<file path="src/rtl/iopattern_trig_pkg.sv">
// Shared constants and state encoding for the I/O pattern trigger.
// Timeout logic is built only when REG_IOPATTERN_TIMEOUT_EN is defined.
package iopattern_trig_pkg;

  localparam int MAX_DEPTH = 16;
  localparam int FILL_W    = $clog2(MAX_DEPTH + 1);

  localparam int CFG_ADDR_DEF  = 57;
  localparam int DATA_ADDR_DEF = 58;
  localparam int MASK_ADDR_DEF = 59;

  localparam int CFG_LEN  = 8;
  localparam int MASK_LEN = 2;

  localparam int CFG_B_CTRL  = 0;
  localparam int CFG_B_NMAT  = 1;
  localparam int CFG_B_LENLO = 2;
  localparam int CFG_B_LENHI = 3;
  localparam int CFG_B_TOLO  = 4;
  localparam int CFG_B_TOHI  = 5;
  localparam int CFG_B_CNT   = 6;
  localparam int CFG_B_STAT  = 7;

  localparam int CTRL_ARM  = 0;
  localparam int CTRL_CONT = 1;
  localparam int CTRL_SEL  = 2;

  typedef enum logic [1:0] {
    ST_IDLE  = 2'd0,
    ST_ARMED = 2'd1,
    ST_FIRE  = 2'd2,
    ST_DONE  = 2'd3
  } trig_state_e;

endpackage

</file>
<file path="src/rtl/iopattern_match.sv">
// Byte shift buffer with fill tracking and masked pattern compare.
// match_o pulses for one cycle on the cycle after a matching shift.
module iopattern_match
  import iopattern_trig_pkg::*;
#(
  parameter int DEPTH = 8
) (
  input  logic                  clk,
  input  logic                  rst_i,
  input  logic                  clr_i,
  input  logic                  shift_i,
  input  logic [7:0]            data_i,
  input  logic [DEPTH-1:0][7:0] pat_i,
  input  logic [DEPTH-1:0]      mask_i,
  output logic                  match_o
);

  logic [DEPTH-1:0][7:0] buf_q;
  logic [FILL_W-1:0]     fill_q;
  logic                  shifted_q;
  logic                  match_q;
  logic                  cmp;

  always_ff @(posedge clk or posedge rst_i) begin
    if (rst_i) begin
      buf_q     <= '0;
      fill_q    <= '0;
      shifted_q <= 1'b0;
    end else begin
      shifted_q <= shift_i;
      if (shift_i) begin
        for (int i = DEPTH - 1; i > 0; i--) begin
          buf_q[i] <= buf_q[i-1];
        end
        buf_q[0] <= data_i;
      end
      if (clr_i) begin
        fill_q <= '0;
      end else if (shift_i && fill_q != FILL_W'(DEPTH)) begin
        fill_q <= fill_q + 1'b1;
      end
    end
  end

  // An empty mask must never match, hence the reduction seed.
  always_comb begin
    cmp = |mask_i;
    for (int i = 0; i < DEPTH; i++) begin
      if (mask_i[i] &&
          !(fill_q > FILL_W'(i) &&
            buf_q[i] == pat_i[i])) begin
        cmp = 1'b0;
      end
    end
  end

  always_ff @(posedge clk or posedge rst_i) begin
    if (rst_i) begin
      match_q <= 1'b0;
    end else begin
      match_q <= shifted_q && cmp;
    end
  end

  assign match_o = match_q;

endmodule

</file>
<file path="src/rtl/reg_iopattern_trigger.sv">
// Register-mapped I/O pattern trigger over selectable decoder streams.
// Define REG_IOPATTERN_TIMEOUT_EN to build the inter-byte timeout.
module reg_iopattern_trigger
  import iopattern_trig_pkg::*;
#(
  parameter int DEPTH     = 8,
  parameter int NUM_SRC   = 4,
  parameter int CFG_ADDR  = CFG_ADDR_DEF,
  parameter int DATA_ADDR = DATA_ADDR_DEF,
  parameter int MASK_ADDR = MASK_ADDR_DEF
) (
  input  logic                 clk,
  input  logic                 reset_i,
  input  logic [5:0]           reg_address,
  input  logic [15:0]          reg_bytecnt,
  input  logic [7:0]           reg_datai,
  output logic [7:0]           reg_datao,
  input  logic [15:0]          reg_size,
  input  logic                 reg_read,
  input  logic                 reg_write,
  input  logic                 reg_addrvalid,
  output logic                 reg_stream,
  input  logic [5:0]           reg_hypaddress,
  output logic [15:0]          reg_hyplen,
  input  logic [8*NUM_SRC-1:0] src_data,
  input  logic [NUM_SRC-1:0]   src_valid,
  output logic                 trig_out
);

  logic [3:0]            ctrl_q;
  logic [3:0]            ctrl_d;
  logic [7:0]            nmat_q;
  logic [15:0]           len_q;
  logic [DEPTH-1:0][7:0] pat_q;
  logic [15:0]           mask_q;
  trig_state_e           state_q;
  logic [7:0]            mcnt_q;
  logic [15:0]           str_q;
  logic                  trig_q;
  logic                  trgd_q;
  logic [7:0]            rdat_q;
  logic [7:0]            rd_d;

  logic sel_cfg;
  logic sel_dat;
  logic sel_msk;
  logic wr_cfg;
  logic wr_dat;
  logic wr_msk;

  assign sel_cfg = reg_address == 6'(CFG_ADDR);
  assign sel_dat = reg_address == 6'(DATA_ADDR);
  assign sel_msk = reg_address == 6'(MASK_ADDR);
  assign wr_cfg  = reg_write && sel_cfg;
  assign wr_dat  = reg_write && sel_dat;
  assign wr_msk  = reg_write && sel_msk;

  always_comb begin
    ctrl_d = ctrl_q;
    if (wr_cfg && reg_bytecnt == 16'(CFG_B_CTRL)) begin
      ctrl_d = reg_datai[3:0];
    end
  end

`ifdef REG_IOPATTERN_TIMEOUT_EN
  logic [15:0] to_q;
`endif

  always_ff @(posedge clk or posedge reset_i) begin
    if (reset_i) begin
      ctrl_q <= '0;
      nmat_q <= 8'd1;
      len_q  <= 16'd1;
      pat_q  <= '0;
      mask_q <= '0;
`ifdef REG_IOPATTERN_TIMEOUT_EN
      to_q   <= '0;
`endif
    end else begin
      ctrl_q <= ctrl_d;
      if (wr_cfg) begin
        case (reg_bytecnt)
          16'(CFG_B_NMAT):  nmat_q      <= reg_datai;
          16'(CFG_B_LENLO): len_q[7:0]  <= reg_datai;
          16'(CFG_B_LENHI): len_q[15:8] <= reg_datai;
`ifdef REG_IOPATTERN_TIMEOUT_EN
          16'(CFG_B_TOLO):  to_q[7:0]   <= reg_datai;
          16'(CFG_B_TOHI):  to_q[15:8]  <= reg_datai;
`endif
          default: ;
        endcase
      end
      for (int i = 0; i < DEPTH; i++) begin
        if (wr_dat && reg_bytecnt == 16'(i)) begin
          pat_q[i] <= reg_datai;
        end
      end
      if (wr_msk && reg_bytecnt == 16'd0) begin
        mask_q[7:0] <= reg_datai;
      end
      if (wr_msk && reg_bytecnt == 16'd1) begin
        mask_q[15:8] <= reg_datai;
      end
    end
  end

  logic       acc;
  logic [7:0] sdat;
  logic       sel_chg;
  logic       to_clr;
  logic       clr;
  logic       stb;

  // Select values at or above NUM_SRC match no loop index.
  always_comb begin
    acc  = 1'b0;
    sdat = '0;
    for (int s = 0; s < NUM_SRC; s++) begin
      if (ctrl_q[3:2] == 2'(s)) begin
        acc  = src_valid[s];
        sdat = src_data[s*8 +: 8];
      end
    end
  end

  assign sel_chg = ctrl_d[3:2] != ctrl_q[3:2];

`ifdef REG_IOPATTERN_TIMEOUT_EN
  logic [15:0] idle_q;

  always_ff @(posedge clk or posedge reset_i) begin
    if (reset_i) begin
      idle_q <= '0;
    end else if (acc) begin
      idle_q <= '0;
    end else if (idle_q != 16'hFFFF) begin
      idle_q <= idle_q + 16'd1;
    end
  end

  assign to_clr = (to_q != 16'd0) &&
                  (idle_q >= to_q) && !acc;
`else
  assign to_clr = 1'b0;
`endif

  assign clr = (state_q == ST_IDLE) ||
               sel_chg || to_clr;

  iopattern_match #(
    .DEPTH (DEPTH)
  ) u_match (
    .clk     (clk),
    .rst_i   (reset_i),
    .clr_i   (clr),
    .shift_i (acc),
    .data_i  (sdat),
    .pat_i   (pat_q),
    .mask_i  (mask_q[DEPTH-1:0]),
    .match_o (stb)
  );

  logic [7:0]  n_eff;
  logic [15:0] l_eff;
  logic        hit;
  logic        str_end;
  logic        arm_d;
  logic        cont;

  assign n_eff   = (nmat_q == 8'd0) ? 8'd1 : nmat_q;
  assign l_eff   = (len_q == 16'd0) ? 16'd1 : len_q;
  assign hit     = (9'(mcnt_q) + 9'd1) == 9'(n_eff);
  assign str_end = str_q == (l_eff - 16'd1);
  assign arm_d   = ctrl_d[CTRL_ARM];
  assign cont    = ctrl_q[CTRL_CONT];

  // Looking at arm_d lets a same-cycle disarm beat a match.
  always_ff @(posedge clk or posedge reset_i) begin
    if (reset_i) begin
      state_q <= ST_IDLE;
      mcnt_q  <= '0;
      str_q   <= '0;
      trig_q  <= 1'b0;
      trgd_q  <= 1'b0;
    end else if (!arm_d) begin
      state_q <= ST_IDLE;
      mcnt_q  <= '0;
      trig_q  <= 1'b0;
      trgd_q  <= 1'b0;
    end else begin
      unique case (state_q)
        ST_IDLE: begin
          state_q <= ST_ARMED;
          mcnt_q  <= '0;
        end
        ST_ARMED: begin
          if (stb && hit) begin
            state_q <= ST_FIRE;
            mcnt_q  <= '0;
            str_q   <= '0;
            trig_q  <= 1'b1;
            trgd_q  <= 1'b1;
          end else if (stb) begin
            mcnt_q <= mcnt_q + 8'd1;
          end
        end
        ST_FIRE: begin
          if (cont && stb && hit) begin
            mcnt_q <= '0;
            str_q  <= '0;
          end else begin
            if (cont && stb) begin
              mcnt_q <= mcnt_q + 8'd1;
            end
            if (str_end) begin
              trig_q  <= 1'b0;
              state_q <= cont ? ST_ARMED : ST_DONE;
            end else begin
              str_q <= str_q + 16'd1;
            end
          end
        end
        ST_DONE: ;
        default: state_q <= ST_IDLE;
      endcase
    end
  end

  always_comb begin
    rd_d = '0;
    unique case (1'b1)
      sel_cfg: begin
        case (reg_bytecnt)
          16'(CFG_B_CTRL):  rd_d = {4'b0, ctrl_q};
          16'(CFG_B_NMAT):  rd_d = nmat_q;
          16'(CFG_B_LENLO): rd_d = len_q[7:0];
          16'(CFG_B_LENHI): rd_d = len_q[15:8];
`ifdef REG_IOPATTERN_TIMEOUT_EN
          16'(CFG_B_TOLO):  rd_d = to_q[7:0];
          16'(CFG_B_TOHI):  rd_d = to_q[15:8];
`endif
          16'(CFG_B_CNT):   rd_d = mcnt_q;
          16'(CFG_B_STAT):  rd_d = {5'b0, trgd_q, state_q};
          default:          rd_d = '0;
        endcase
      end
      sel_dat: begin
        for (int i = 0; i < DEPTH; i++) begin
          if (reg_bytecnt == 16'(i)) begin
            rd_d = pat_q[i];
          end
        end
      end
      sel_msk: begin
        if (reg_bytecnt == 16'd0) begin
          rd_d = mask_q[7:0];
        end else if (reg_bytecnt == 16'd1) begin
          rd_d = mask_q[15:8];
        end
      end
      default: rd_d = '0;
    endcase
  end

  always_ff @(posedge clk or posedge reset_i) begin
    if (reset_i) begin
      rdat_q <= '0;
    end else if (reg_read) begin
      rdat_q <= rd_d;
    end
  end

  always_comb begin
    reg_hyplen = '0;
    if (reg_hypaddress == 6'(CFG_ADDR)) begin
      reg_hyplen = 16'(CFG_LEN);
    end else if (reg_hypaddress == 6'(DATA_ADDR)) begin
      reg_hyplen = 16'(DEPTH);
    end else if (reg_hypaddress == 6'(MASK_ADDR)) begin
      reg_hyplen = 16'(MASK_LEN);
    end
  end

  logic unused_in;
  assign unused_in = ^{reg_size, reg_addrvalid};

  assign reg_datao  = rdat_q;
  assign reg_stream = 1'b0;
  assign trig_out   = trig_q;

endmodule

</file>
<file path="config.mk">
export PLATFORM = sky130hd
export DESIGN_NAME = reg_iopattern_trigger
export DESIGN_NICKNAME = d
export VERILOG_FILES = /design/src/rtl/iopattern_trig_pkg.sv /design/src/rtl/iopattern_match.sv /design/src/rtl/reg_iopattern_trigger.sv
export SDC_FILE = /design/constraint.sdc
export NUM_CORES = 1
export LEC_CHECK = 0
export BUFFER_PORTS_ARGS = -buffer_cell sky130_fd_sc_hd__clkbuf_2
export CORE_ASPECT_RATIO = 1.2
export CORE_MARGIN = 3
export CORE_UTILIZATION = 39
export CTS_BUF_LIST = sky130_fd_sc_hd__clkbuf_8
export DETAILED_ROUTE_END_ITERATION = 8
export PLACE_DENSITY_LB_ADDON = 0.2
export SLEW_MARGIN = 25
export SYNTH_ARGS = -nofsm -noshare
export SYNTH_HDL_FRONTEND = slang
export SYNTH_SLANG_ARGS = --single-unit
</file>
<file path="constraint.sdc">
create_clock -name clk -period 8 [get_ports clk]
set_clock_uncertainty 0.05 [all_clocks]
set_input_delay 0.4 -clock clk [delete_from_list [all_inputs] [get_ports clk]]
set_output_delay 0.4 -clock clk [all_outputs]
set_load 0.005 [all_outputs]
</file>
==> metrics.txt, run 1 <==
Worst Path Arrival=4.58 ns; DP Worst Slack=3.793 ns; Fillers=roughly 2800; CTS resizes=0; DIE WIDTH=166.4 um; multi-input logic area=approximately 0.0063 mm2; Worst setup SP type=flip-flop; Rows=~70; Residual DRC=0; io pins=roughly 120; Mapped Avg Cell Area=10.92 um2; drt pass-1 iters=7; clk slew on worst S/H paths=roughly 0.06 ns; Max Fanout on Critical Path=14; half-perimeter wire length after placement=between 20000 and 25000 um; CTS Buf Count=38; most used cell, CP=nor4_1; Routed Antenna Nets=0; Area growth syn-to-layout=12.90%; sequential cell area=between 0.005 and 0.006 mm2; Reg2Reg Depth=14; Yosys warning count=0; worst path required time=8.38 ns; Vert. Die Dim=198.5 um; top cells by area, synth=dfrtp_1 44%, mux2_2 16%, xnor2_1 4.8%; unrepaired setup endpoints after global routing=false; synthesized instance count=1103; clock sinks=~220; total core area=~0.03 mm2; synthesized area=approximately 0.012 mm2; VDD IR max=96.23 uV; TNS Setup=0 ns; Nets=1287; setup violators final=0; full die area=about 0.033 mm2; number of global-route vias before repair=9115; Slew @ Worst Pin=1.029 ns; most frequent cell after synthesis=dfrtp_1; critical path buffer and inverter count=1; post-CTS setup buffers=0; Crit path depth=14; fin crit period=4.196 ns; CTS Hold Buffers Added=0; Worst path max stage delay=0.65 ns; dpl cell area=0.01280 mm2; crit end category=flip-flop; DR iter-0 viols=601; most common flop cell mapped by yosys=dfrtp_1; PD cells=roughly 190 mW/mm2; Avg Vias per Cell=between 5 and 6; initial antenna violation count=0; hold_ws=roughly 0.018 ns; Final Wtd Congestion=a little under 0.9; TritonCTS clock tree=done; Total Routing Usage GR=between 20% and 30%; global route overflow=0; Ant. Diodes=0; first-pass GRT wire length=around 53000 um; Max Cap Viol=0; Synth cell types=between 70 and 80; cell family with most CP delay=simple AND/OR/NAND/NOR gates; final wirelength=approximately 34000 um; Async S/R FF share, synth=100.0%; endpoints failing hold=0; CTS HTree Levels=2; via count=9120; Clock Latency Late Sink=~0.54 ns; Post-synth EDFFs=0; Starting Density=around two fifths; top cell type's share of synthesized area=44.27%; crit share post-route=between 50 and 60%; number of port buffers=86; relative slew slack=~30%; pin count of the biggest net entering global routing=between 100 and 150; final max-slew violation count=0; hold crit path type=input pin to async pin; CP max stage cell=nor4_1; Final Power=roughly 2600 uW; Crit Path Class=flip-flop to flip-flop; Static Leak=roughly 0.0060 uW; largest buffer count on any clock path=3; Yosys top cell by area=dfrtp_1; design area=roughly 0.014 mm2; FMAX=around 240 MHz; share of layout cells above drive strength 1=slightly below 30%; Synth Register Bits=approximately 220; CP Cell Sequence=nor4_1, and2_1, and3_1, nor2_1, ha_1, nor3b_1, xnor2_1, nand2_1, nor4_1, nand4b_1, nor4_4, buf_6, a21oi_1, o32ai_1; Final Worst Setup Slack=3.804 ns; top cells by instance count after synthesis=213 x dfrtp_1, 173 x mux2_2, 66 x xnor2_1, 63 x nand2_1, 58 x nor2_1; status=complete, no violations; sequential fraction of the synthesis area=around 45%; WL per Instance=~21 um; CTS root buffer=clkbuf_8
==> cells by family after synthesis <==
| group | synth area share [%] |
|---|---|
| buf+inv | 3.575 |
| mux | 18.94 |
| other cells | 0.03115 |
| xor+xnor | 7.201 |
| simple gates | 12.98 |
| fa+ha+maj | 1.039 |
| flops | 44.71 |
| compound gates | 11.52 |
==> worst paths after layout <==
kind	end	slack, ns	startpoint
worst max-delay path	state_q[0]	3.80	len_q[2]
worst min-delay path	str_q[8]	0.02	reset_i
worst max register to register	state_q[0]	3.80	len_q[2]
worst min register to register	reg_datao[6]	0.46	reg_datao[6]
max in group asynchronous	u_match.buf_q[45]	6.66	reset_i
min in group clk	u_match.buf_q[1]	0.26	src_data[1]
==> layout make-up <==
| cell class | count | area share, % |
|---|---|---|
| clock buffer | 51 | 5.164 |
| clock inverter | 15 | 0.6904 |
| inverter | 25 | 0.7456 |
| multi-input combinational | 806 | 46.36 |
| sequential | 215 | 39.60 |
| tap | 390 | 3.590 |
| timing repair buffer | 98 | 3.857 |
==> layer usage <==
| metal | part of all wire [%] | GRT usage (%) | routed length (um) |
|---|---|---|---|
| met1 | 42 | 25.62 | 14330 |
| met2 | 50 | 35.49 | 16800 |
| met3 | 4.7 | 3.021 | 1580 |
| met4 | 3.1 | 6.693 | 1040 |
| met5 | 0 | 0 | 0 |
==> sequential cells by signal (all words and copies together), names as in the netlist <==
| signal | flops |
|---|---|
| u_match.match_o | 1 |
| len_q | 16 |
| trgd_q | 1 |
| nmat_q | 8 |
| state_q | 2 |
| u_match.fill_q | 5 |
| u_match.shifted_q | 1 |
| ctrl_q | 4 |
| reg_datao | 8 |
| mcnt_q | 8 |
| str_q | 16 |
| pat_q | 64 |
| trig_out | 1 |
| mask_q | 16 |
| u_match.buf_q | 64 |
==> worst reg2reg max path, stage by stage, from the launching register on <==
cell and delay, ns:
dfrtp_1 0.48, nor4_1 0.65, and2_1 0.25, and3_1 0.19, nor2_1 0.06, ha_1 0.28
nor3b_1 0.18, xnor2_1 0.19, nand2_1 0.08, nor4_1 0.28, nand4b_1 0.21, nor4_4 0.60
buf_6 0.25, a21oi_1 0.08, o32ai_1 0.26
==> stage by stage <==
stage | cells | utilization [%]
floorplan | 1117 | -
global placement | 1533 | 42.54
detailed placement | 1534 | 42.60
CTS | 1600 | 45.24
global route | 1600 | 45.24
finish | 1600 | 45.24
==> placed cells by master, fill, tap and decap left out, types with 19 or more instances in the layout <==
cell / count
nand3_1: 26
nand2_1: 63
a21oi_1: 37
nor2_1: 58
clkbuf_8: 51
nor4_1: 19
clkbuf_2: 86
xor2_1: 33
inv_1: 34
dfrtp_1: 213
o21ai_0: 34
mux2_2: 173
xnor2_1: 66
nand4_1: 25
==> report_power, final <==
part	switching [uW]	internal [uW]
Sequential	92.8	1180
Combinational	115	142
Clock	457	600
Power figures use the tool's default switching activity.
==> inputs of run 2 (changes only) <==
Clock period 8 ns to 4.3 ns, I/O delays scaled along.
==> metrics.txt, run 2 (synthesis gave the netlist of run 1 again) <==
final wirelength=34460 um; initial antenna violation count=0; dpl cell area=0.01286 mm2; total core area=about 0.03 mm2; Inst Count DP=around 1500; via count=just over 9000; Worst Path Arrival=~4.2 ns; Max Cap Viol=0; Routed Antenna Nets=0; crit end category=flip-flop; Crit Path Class=flip-flop to flip-flop; VDD IR max=201.8 uV; most common cell after layout, fill and taps aside=dfrtp_1; number of global-route vias before repair=between 9000 and 10000; Total Routing Usage GR=20.79%; Fillers=between 2000 and 3000; Vert. Die Dim=roughly 200 um; global route overflow=0; Final Wtd Congestion=between 0.8 and 0.9; worst path required time=4.68 ns; WL per Instance=roughly 21 um; final max-slew violation count=0; highest-count cells in the layout ignoring fill and taps=213 x dfrtp_1, 173 x mux2_2, 86 x clkbuf_2, 66 x xnor2_1, 63 x nand2_1; endpoints failing hold=0; Nets=between 1000 and 1500; clk slew on worst S/H paths=roughly 0.060 ns; hold crit path type=input pin to flip-flop; clock sinks=about 220; half-perimeter wire length after placement=around 25000 um; setup violators final=0; FMAX=about 260 MHz; first-pass GRT wire length=54300 um; Final Worst Setup Slack=between 0.4 and 0.5 ns; Static Leak=between 0.005 and 0.006 uW; post-CTS setup buffers=0; sequential cell area=0.005383 mm2; Ant. Diodes=0; Clock Latency Late Sink=between 0.5 and 0.6 ns; number of port buffers=86; DP Worst Slack=~0.52 ns; design area=0.01361 mm2; CTS root buffer=clkbuf_8; fin crit period=3.803 ns; multi-input logic area=roughly 0.0063 mm2; Largest regs=pat_q x64, u_match.buf_q x64; Area growth syn-to-layout=13.03%; CTS Buf Count=38; crit share post-route=between 80 and 90%; pin count of the biggest net entering global routing=between 100 and 150; share of layout cells above drive strength 1=slightly below 30%; largest buffer count on any clock path=3; Rows=69; TNS Setup=0 ns; TritonCTS clock tree=done; Slew @ Worst Pin=between 0.9 and 1 ns; DR iter-0 viols=between 600 and 700; PD cells=roughly 340 mW/mm2; Avg Vias per Cell=between 5 and 6; DIE WIDTH=roughly 170 um; Layout Cells excl Fill=approximately 1600; drt pass-1 iters=5; Max Fanout on Critical Path=25; relative slew slack=between 30% and 40%; CTS HTree Levels=2; Starting Density=~40%; full die area=around 0.033 mm2; io pins=between 100 and 150; Residual DRC=0; Worst setup SP type=flip-flop; unrepaired setup endpoints after global routing=false; status=complete, no violations
## run 2: changes by cell type in the layout (fill, tap and decap cells not counted), moves of 2 or more
cell,delta
buf_4,+6
clkbuf_8,-5
buf_12,+2
clkinv_2,+4
inv_1,+3
## run 2: layer usage
metal	up-vias	wire length [um]	GRT usage, %
li1	4263	-	-
met1	4547	14650	25.74
met2	213	17580	37.82
met3	57	1306	2.803
met4	0	924	6.540
met5	-	0	0
## run 2: final timing paths
path | from | end | slack, ns | depth (start not counted)
worst max register to register | len_q[7] | state_q[0] | 0.50 | 14
worst min register to register | reg_datao[1] | reg_datao[1] | 0.46 | 2
min in group asynchronous | reset_i | u_match.buf_q[5] | 0.24 | 3
max in group asynchronous | reset_i | mcnt_q[1] | 2.78 | 4
worst min-delay path | src_data[1] | u_match.buf_q[1] | 0.08 | 3
worst max-delay path | len_q[7] | state_q[0] | 0.50 | 14
## run 2: what timing repair did
item	CTS	global route
hold endpoints to repair	23	0
resized for setup	0	0
hold buffers	1	0
## run 2: where the power goes
part | switching, uW | total, uW | internal (uW)
clock | 861 | 1840 | 976
sequential | 165 | 2350 | 2190
combinational | 228 | 496 | 268
## run 2: worst max-delay path: stages (launching register included)
cell and delay (ns):
dfrtp_1 0.47, or4_4 0.56, nor2_1 0.29, and3_1 0.25, nor2_1 0.05, ha_1 0.27, nor3b_1 0.18, xnor2_1 0.20
nand2_1 0.08, nor4_1 0.25, nand4b_1 0.20, nor4_4 0.16, buf_4 0.30, a21oi_1 0.11, o32ai_1 0.27
## run 2: area by class of cell
class,instances,share of cell area [%]
inverters,25,0.7171
flip-flops and latches,215,39.55
clock buffers,46,4.652
repair buffers,106,4.468
clock inverters,22,0.7631
multi-input cells,806,46.26
well taps,390,3.586
## run 2: per-stage QoR
step	power [uW]	hold WS, ns	util (%)
3_5_place_dp	2893	0.2614	42.81
6_report	4685	0.08065	45.30
4_1_cts	4753	0.05870	45.30
3_3_place_gp	2882	0.2598	42.81
5_1_grt	4905	0.07279	45.30
2_1_floorplan	2704	0.3167	-
==> inputs of run 3 (changes only) <==
Settings changed: ABC_AREA set to 1, CTS_CLUSTER_SIZE set to 14.
==> metrics.txt, run 3 <==
CTS root buffer=clkbuf_8; number of port buffers=86; design area=0.01400 mm2; full die area=~0.034 mm2; sequential fraction of the synthesis area=approximately 44%; VDD IR max=198.4 uV; Worst path max stage delay=about 0.57 ns; dpl cell area=approximately 0.013 mm2; Synth Register Bits=215; synthesized area=around 0.012 mm2; crit end category=flip-flop; Max Fanout on Critical Path=32; Yosys top cell by area=dfrtp_1; DR iter-0 viols=722; Worst Path Arrival=3.75 ns; Total Routing Usage GR=~22%; synthesized instance count=1621; Final Worst Setup Slack=approximately 0.95 ns; Async S/R FF share, synth=100.0%; most used cell, CP=nand2_1; pin count of the biggest net entering global routing=approximately 120; final wirelength=approximately 37000 um; Static Leak=around 0.0067 uW; drt pass-1 iters=5; Residual DRC=0; compound-cell area share of the yosys netlist=12.67%; status=complete, no violations; critical path buffer and inverter count=1; top cells by instance count after synthesis=516 x nand2_1, 213 x dfrtp_1, 211 x o21ai_0, 164 x inv_1, 84 x nand3_1; Crit Path Class=flip-flop to flip-flop; number of global-route vias before repair=~11000; Synth Area in Simple Gates=28.19%; area share of xor/xnor cells in the synthesized design=between 5 and 6%; io pins=119; CP max stage cell=nand2_2; FMAX=about 300 MHz; Adder-Cell Fraction of Synth Area=under 10%; CTS Buf Count=39; top cell type's share of synthesized area=43.48%; Ant. Diodes=0; CTS resizes=0; TritonCTS clock tree=done; largest buffer count on any clock path=3; DIE WIDTH=approximately 170 um; CTS Hold Buffers Added=23; Max Cap Viol=0; fin crit period=~3.3 ns; setup violators final=0; highest-count cells in the layout ignoring fill and taps=516 x nand2_1, 213 x dfrtp_1, 210 x o21ai_0, 179 x inv_1, 86 x clkbuf_2; worst path required time=about 4.7 ns; post-CTS setup buffers=0; most common cell after layout, fill and taps aside=nand2_1; total core area=between 0.03 and 0.04 mm2; Clock Latency Late Sink=around 0.55 ns; final max-slew violation count=0; Area growth syn-to-layout=14.18%; share of layout cells above drive strength 1=between 10% and 20%; Layout Cells excl Fill=about 2200; Slew @ Worst Pin=slightly above 1 ns; Final Wtd Congestion=around 0.9; Synth cell types=53; Yosys warning count=0; Post-synth EDFFs=0; unrepaired setup endpoints after global routing=false; endpoints failing hold=0; clk slew on worst S/H paths=0.06 ns; half-perimeter wire length after placement=~27000 um; largest family of logic cells by synthesized area=simple AND/OR/NAND/NOR gates; Largest regs=pat_q x64, u_match.buf_q x64; TNS Setup=0 ns; PD cells=about 320 mW/mm2; Routed Antenna Nets=0; first-pass GRT wire length=about 60000 um; Vert. Die Dim=~200 um; multiplexer area fraction after synthesis=0%; CTS HTree Levels=2; Rows=70; via count=10970; Worst setup SP type=flip-flop; relative slew slack=31.25%; Mapped Avg Cell Area=7.563 um2; Inst Count DP=2057; DP Worst Slack=about 0.93 ns; Avg Vias per Cell=5.101; CP Cell Sequence=nor2_2, nand2_2, nor2_4, nand2_4, nand2_1, inv_2, ha_1, nand2_1, nor2_1, nand2_1, nand3_1, nand2_1, nand2_1, nor2_1, nand3_1, nor2_1, nand4_1, nand2_2, nand2_1, o21ai_2; top cells by area, synth=dfrtp_1 43%, nand2_1 16%, o21ai_0 8.6%; hold crit path type=input pin to flip-flop; WL per Instance=between 15 and 20 um; most frequent cell after synthesis=nand2_1; Nets=~1800; clock sinks=between 200 and 250; cell family with most CP delay=simple AND/OR/NAND/NOR gates; Starting Density=39.88%; crit share post-route=77.88%; global route overflow=0; initial antenna violation count=0; Final Power=roughly 4500 uW; most common flop cell mapped by yosys=dfrtp_1
==> run 3: final timing paths <==
| kind | start | end | slack (ns) | depth (start not counted) |
|---|---|---|---|---|
| worst max register to register | len_q[4] | str_q[2] | 0.95 | 20 |
| worst min-delay path | src_data[16] | u_match.buf_q[0] | 0.03 | 5 |
| worst max-delay path | len_q[4] | str_q[2] | 0.95 | 20 |
| worst min register to register | trig_out | trig_out | 0.44 | 2 |
| min in group asynchronous | reset_i | reg_datao[0] | 0.23 | 3 |
| max in group asynchronous | reset_i | nmat_q[2] | 2.89 | 4 |
==> run 3: report_power, final <==
part	internal (uW)	switching (uW)
combinational	137	215
sequential	2110	77.6
clock	1050	874
total	3290	1170
==> run 3: per-stage QoR <==
stage	hold WS (ns)	utilization, %
2_1_floorplan	0.2746	-
3_3_place_gp	0.2408	42.19
3_5_place_dp	0.2452	42.21
4_1_cts	0.001978	45.53
5_1_grt	0.02632	45.53
6_report	0.02551	45.53
==> run 3: tightest hold or removal path, cell delays in order <==
cell,delay [ns]
clkbuf_2,0.08
nand2_1,0.04
nand3_1,0.06
a21oi_1,0.05
o21ai_0,0.14
==> run 3: layout make-up <==
type	count	area [um2]
Clock buffer	50	688.2
Sequential cell	215	5383
Inverter	175	660.6
Timing Repair Buffer	117	733.2
Fill cell	3120	16740
Multi-Input combinational cell	1177	5936
Clock inverter	20	101.3
Tap cell	396	495.5
==> run 3: logic make-up after synthesis <==
kind of cell    count (synthesis)
fa+ha+maj                      10
flops                         215
simple gates                  793
compound gates                279
buf+inv                       243
xor+xnor                       80
other cells                     1
==> run 3: layer usage <==
layer	track usage [%]	share of wire, %	up-vias
li1	-	-	5438
met1	26.35	41	5111
met2	37.93	50	318
met3	3.296	4.8	100
met4	8.945	4.5	0
met5	0	0	-
